File: src/rtl/pc_pkg.sv
// Shared types and constants for the program-counter generator.
package pc_pkg;

  typedef enum logic [1:0] {
    PC_SEQ    = 2'b00,
    PC_BRANCH = 2'b01,
    PC_JALR   = 2'b10,
    PC_TRAP   = 2'b11
  } pcsrc_t;

  localparam logic [31:0] TRAP_VECTOR_DEFAULT = 32'h0000_0100;

endpackage

File: src/rtl/pc_ras.sv
// Return-address stack: circular buffer of RAS_DEPTH entries with saturating
// occupancy; a push when full overwrites the oldest entry.
module pc_ras
  import pc_pkg::*;
#(
  parameter int WIDTH     = 32,
  parameter int RAS_DEPTH = 4
) (
  input  logic             clk,
  input  logic             rst,
  input  logic             push,
  input  logic             pop,
  input  logic             clear,
  input  logic [WIDTH-1:0] push_data,
  output logic [WIDTH-1:0] top,
  output logic             empty,
  output logic             full
);

  localparam int PTR_W = $clog2(RAS_DEPTH);
  localparam int CNT_W = PTR_W + 1;
  localparam logic [CNT_W-1:0] CNT_MAX = CNT_W'(RAS_DEPTH);

  logic [PTR_W-1:0] ptr_q, ptr_d;
  logic [CNT_W-1:0] cnt_q, cnt_d;
  logic [WIDTH-1:0] mem_q [RAS_DEPTH];

  // ptr_q is the next write slot; the top of stack sits one below it
  always_comb begin
    ptr_d = ptr_q;
    cnt_d = cnt_q;
    if (clear) begin
      ptr_d = '0;
      cnt_d = '0;
    end else if (push) begin
      ptr_d = ptr_q + PTR_W'(1);
      if (cnt_q != CNT_MAX) cnt_d = cnt_q + CNT_W'(1);
    end else if (pop && (cnt_q != '0)) begin
      ptr_d = ptr_q - PTR_W'(1);
      cnt_d = cnt_q - CNT_W'(1);
    end
  end

  always_ff @(posedge clk or posedge rst) begin
    if (rst) begin
      ptr_q <= '0;
      cnt_q <= '0;
    end else begin
      ptr_q <= ptr_d;
      cnt_q <= cnt_d;
    end
  end

  // Entry storage is never reset: contents are unobservable while empty.
  always_ff @(posedge clk) begin
    if (push && !clear) mem_q[ptr_q] <= push_data;
  end

  assign top   = mem_q[ptr_q - PTR_W'(1)];
  assign empty = (cnt_q == '0);
  assign full  = (cnt_q == CNT_MAX);

endmodule

File: src/rtl/pc_gen.sv
// Program-counter generator: next-PC selection (trap, branch, jalr, predicted
// return, sequential) and the PC register; call/return history lives in pc_ras.
module pc_gen
  import pc_pkg::*;
#(
  parameter int               WIDTH        = 32,
  parameter logic [WIDTH-1:0] RESET_VECTOR = '0,
  parameter logic [WIDTH-1:0] TRAP_VECTOR  = WIDTH'(TRAP_VECTOR_DEFAULT),
  parameter int               RAS_DEPTH    = 4
) (
  input  logic             clk,
  input  logic             rst,
  input  logic             stall,
  input  logic [1:0]       PCsrc,
  input  logic [WIDTH-1:0] ImmOp,
  input  logic [WIDTH-1:0] RegOp,
  input  logic             call,
  input  logic             ret_pred,
  output logic [WIDTH-1:0] PC,
  output logic [WIDTH-1:0] PCPlus4,
  output logic             ras_empty,
  output logic             ras_full,
  output logic             misaligned
);

  logic [WIDTH-1:0] pc_q, pc_d;
  logic [WIDTH-1:0] pc_plus4;
  logic [WIDTH-1:0] ras_top;
  logic             ras_push, ras_pop, ras_clear;
  pcsrc_t           src;

  assign src      = pcsrc_t'(PCsrc);
  assign pc_plus4 = pc_q + WIDTH'(4);

  // Redirects ignore stall; push and pop are mutually exclusive by construction.
  always_comb begin
    pc_d      = pc_q;
    ras_push  = 1'b0;
    ras_pop   = 1'b0;
    ras_clear = 1'b0;
    unique case (src)
      PC_TRAP: begin
        pc_d      = TRAP_VECTOR;
        ras_clear = 1'b1;
      end
      PC_BRANCH: begin
        pc_d     = pc_q + ImmOp;
        ras_push = call;
      end
      PC_JALR: begin
        pc_d     = (RegOp + ImmOp) & ~WIDTH'(1);
        ras_push = call;
      end
      default: begin
        if (!stall) begin
          if (ret_pred && !ras_empty) begin
            pc_d    = ras_top;
            ras_pop = 1'b1;
          end else begin
            pc_d = pc_plus4;
          end
        end
      end
    endcase
  end

  always_ff @(posedge clk or posedge rst) begin
    if (rst) pc_q <= RESET_VECTOR;
    else     pc_q <= pc_d;
  end

  pc_ras #(
    .WIDTH     (WIDTH),
    .RAS_DEPTH (RAS_DEPTH)
  ) u_ras (
    .clk       (clk),
    .rst       (rst),
    .push      (ras_push),
    .pop       (ras_pop),
    .clear     (ras_clear),
    .push_data (pc_plus4),
    .top       (ras_top),
    .empty     (ras_empty),
    .full      (ras_full)
  );

  assign PC         = pc_q;
  assign PCPlus4    = pc_plus4;
  assign misaligned = |pc_d[1:0];

endmodule

File: config.mk
export PLATFORM = sky130hd
export DESIGN_NAME = pc_gen
export DESIGN_NICKNAME = d
export VERILOG_FILES = /design/src/rtl/pc_pkg.sv /design/src/rtl/pc_ras.sv /design/src/rtl/pc_gen.sv
export SDC_FILE = /design/constraint.sdc
export NUM_CORES = 1
export LEC_CHECK = 0
export BUFFER_PORTS_ARGS = -buffer_cell sky130_fd_sc_hd__clkbuf_2
export CAP_MARGIN = 0
export CORE_UTILIZATION = 27
export DETAILED_ROUTE_END_ITERATION = 6
export GPL_ROUTABILITY_DRIVEN = 1
export PLACE_DENSITY_LB_ADDON = 0.2
export SLEW_MARGIN = 20
export SYNTH_ARGS = -nofsm -noshare
export SYNTH_HDL_FRONTEND = slang
export SYNTH_HIERARCHICAL = 1
export SYNTH_SLANG_ARGS = --single-unit
File: constraint.sdc
create_clock -name clk -period 3.2 [get_ports clk]
set_input_delay 0.32 -clock clk [delete_from_list [all_inputs] [get_ports clk]]
set_output_delay 0.32 -clock clk [all_outputs]
set_load 0.005 [all_outputs]
==> PnR_summary.wiki <==
{| class="wikitable"
! Metric !! Value
|-
| Die Ht || 202 um
|-
| Count of synthesis-stage warnings from yosys || 6
|-
| Layout cells sized above 1 || 0.251
|-
| Via count of the first global-routing pass || 8,734
|-
| Vias per Instance || 5.04
|-
| Initial antenna violation count || 0
|-
| Setup Viol. Count Final || 0
|-
| Yosys cell types || 71
|-
| Worst clock skew on the final layout || 0.0124 ns
|-
| Critical path's most frequent cell || buf_4
|-
| Status || completed
|-
| Number of flops mapped to enable cells by yosys || 128
|-
| Detailed-router iteration count before antenna repair || 5
|-
| Placement row count || 73
|-
| Core ar. || 0.0396 mm2
|-
| Type of the worst setup path || flip-flop to output port
|-
| Relative area change from synthesis to final layout || 22.2%
|-
| Wire length after detailed routing || 35,200 um
|-
| Normalized max-slew margin || 0.520
|-
| Slew at the pin closest to its max-slew limit || 0.715 ns
|-
| Number of DRC violations after detailed routing || 0
|-
| Overall die width || 202 um
|-
| PnR Total Power || 8.37 mW
|-
| Dominant cell type by area after synthesis || edfxtp_1
|-
| Clk pin slew, worst setup/hold paths || 0.06 ns
|-
| Largest fanout on the critical path || 6
|-
| Synth Instances || 1,004
|-
| Clock latency at the later pin of the worst-skew pair || 0.43 ns
|-
| Count of final hold-check violations || 0
|-
| Detailed Place HPWL || 27,600 um
|-
| Combined area of the multi-input logic cells || 0.00577 mm2
|-
| Endpoint required time on the critical path || 2.88 ns
|-
| Critical-path top delay cell || dfrtp_1
|-
| Number of setup buffers added after CTS || 0
|-
| Crit path capture type || output port
|-
| Max-slew violation count || 0
|-
| Cell-by-cell trace of the critical path || buf_4 -> and4_2 -> and4_1 -> buf_4 -> nand2_1 -> nor4bb_2 -> buf_4 -> xor2_1 -> buf_4 -> clkbuf_2
|-
| Cells taking the most area after synthesis || edfxtp_1, dfrtp_1, ha_1, mux4_2, a21oi_1
|-
| Mapped Nets || 1,149
|-
| Primary flip-flop cell chosen by synthesis mapping || edfxtp_1
|-
| Maximum clock frequency || 324 MHz
|-
| Arrival time at the worst endpoint || 2.77 ns
|-
| Worst hold-check path type || input port to flip-flop
|-
| Final critical-path share of the clock period || 0.964
|-
| Filler Cells Inserted || 4,129
|-
| TritonCTS Sinks || 165
|-
| First-pass GRT wire length || 53,000 um
|-
| LEAKAGE || 5.37 nW
|-
| Synthesized flop and latch total || 165
|-
| Area of the die || 0.0410 mm2
|-
| Number of nets in the finished design || 1,343
|-
| Detail Route Antenna Nets || 0
|-
| CTS tree || done
|-
| Reg2reg setup slack || 0.18 ns
|-
| Async SR Flop Fraction || 0.224
|-
| Total power divided by cell area || 631 mW/mm2
|-
| Top Ports || 138
|-
| Port bufs || 137
|-
| Final instance count without filler cells || 1,736
|-
| Min Tclk post-route || 3.09 ns
|-
| Synthesized area divided by synthesized cell count || 10.8 um2
|-
| H-tree Lvls || 4
|-
| Sequential share of the synthesized area || 0.440
|-
| Buffer depth of the longest clock path || 2
|-
| Maximum number of pins on one net before global-route repair || 37
|-
| Number of violations reported at the end of detailed-routing iteration 0 || 579
|-
| Number of diodes added for antenna fixing || 0
|-
| Area share of the largest cell type after synthesis || 0.354
|-
| Worst vdd ir || 0.000338 V
|-
| Remaining global-route overflow || 0
|-
| Worst stage delay on the critical path || 0.40 ns
|-
| Post-placement cell count || 1,703
|-
| Initial core utilization || 0.274
|-
| Routed WL per cell || 20.3 um
|-
| Footprint of the flip-flops and latches || 0.00477 mm2
|-
| Total global routing track utilization || 0.173
|-
| RSZ-0062 raised after global routing || no
|-
| Maxcap violations || 0
|-
| Cell area after synthesis || 0.0109 mm2
|-
| Number of vias after detailed routing || 8,749
|-
| Clk Tree Root Cell || clkbuf_16
|-
| CP startpoint kind || flip-flop
|-
| Number of CTS-inserted buffers || 17
|-
| Placer's final routability congestion estimate || 0.890
|}
## routing by layer
| metal | vias up | share of wire | routed length [um] | global-route usage |
|---|---|---|---|---|
| met2 | 227 | 0.46 | 16200 | 0.271 |
| met3 | 34 | 0.045 | 1580 | 0.0289 |
| li1 | 4204 | - | - | - |
| met1 | 4284 | 0.48 | 16800 | 0.243 |
| met4 | 0 | 0.018 | 647 | 0.0508 |
| met5 | - | 0 | 0 | 0 |
## final timing paths
path                           start              to  cells past startpoint
max                            PC[7]     PCPlus4[28]                     10
min                        ImmOp[31]          PC[31]                      3
max reg2reg                    PC[3]          PC[27]                     12
min reg2reg                   PC[31]          PC[31]                      1
max in group asynchronous        rst           PC[6]                      4
min in group asynchronous        rst  u_ras/ptr_q[1]                      3
## critical path: cells and delay by family, from the launching register on
family,cells,cell delay [ns]
xor+xnor,1,0.15
buf+inv,5,0.78
flops,1,0.40
simple gates,4,1.00
## area by class of cell
cell class	instances	area share
flip-flops and latches	165	0.360
inverters	35	0.00991
clock inverters	15	0.0116
clock buffers	17	0.0321
multi-input cells	763	0.435
well taps	525	0.0496
repair buffers	216	0.101
## registers in the layout, summed over array words and instances, names as in the netlist
name / flops
u_ras/mem_q: 128
u_ras/ptr_q: 2
PC: 32
u_ras/cnt_q: 3
## cell usage after synthesis, types with 20 or more instances
cell and count:
nand2_1 73, inv_1 34, clkbuf_1 26, mux4_2 32, edfxtp_1 128, ha_1 71, o21ai_0 47, xnor2_1 47
a21o_1 25, dfrtp_1 37, nor2_1 80, a21oi_1 89, xor2_1 33, nor3_1 20, nand3_1 37
## placed cells by master (no fill, tap or decap), types with 10 or more instances in the layout
master | synthesis | routed
edfxtp_1 | 128 | 128
xnor2_1 | 47 | 46
nor2b_1 | 11 | 10
nor3_1 | 20 | 20
nor2_1 | 80 | 79
dfrtp_1 | 37 | 35
ha_1 | 71 | 71
and2_1 | 15 | 15
clkbuf_16 | 0 | 17
xor2_1 | 33 | 32
buf_4 | 2 | 73
inv_1 | 34 | 34
a21oi_1 | 89 | 89
nand4_1 | 15 | 15
o21ai_0 | 47 | 47
mux4_2 | 32 | 32
nand2_1 | 73 | 73
nand3_1 | 37 | 37
a21o_1 | 25 | 25
clkbuf_2 | 0 | 137
a22oi_1 | 13 | 13
mux2i_1 | 10 | 10
o221ai_1 | 11 | 11
## report_power, final
part	total [mW]	internal, mW	switching (mW)	leakage, nW
Sequential	2.86	2.64	0.216	1.65
Combinational	3.46	1.45	2.01	3.44
Clock	2.05	1.16	0.892	0.285
## stage by stage
stage	instance area (um2)	hold slack, ns	setup TNS [ns]	worst slack (ns)	utilization
5_1_grt	13300	0.336	0	0.00950	0.334
2_1_floorplan	10900	0.0985	0	0.297	-
3_5_place_dp	12600	0.260	-0.205	-0.0988	0.319
4_1_cts	13200	0.293	0	0.0411	0.334
3_3_place_gp	12600	0.255	-0.170	-0.106	0.319
6_report	13300	0.315	0	0.114	0.334
## cells by family (layout without fill, tap and decap cells)
kind of cell | after synthesis | count (layout) | share of synthesized area
compound gates | 273 | 273 | 0.169
simple gates | 291 | 291 | 0.129
buf+inv | 76 | 283 | 0.0317
mux | 45 | 45 | 0.0791
xor+xnor | 80 | 80 | 0.0646
fa+ha+maj | 74 | 74 | 0.0874
flops | 165 | 165 | 0.440
## repair_timing
| item | in CTS | in global routing |
|---|---|---|
| hold endpoints to repair | 5 | 0 |
| resized for setup | 2 | 4 |
| setup endpoints to repair | 1 | 5 |
| hold buffers | 1 | 0 |
No activity file was read; power rests on OpenSTA's default activity.
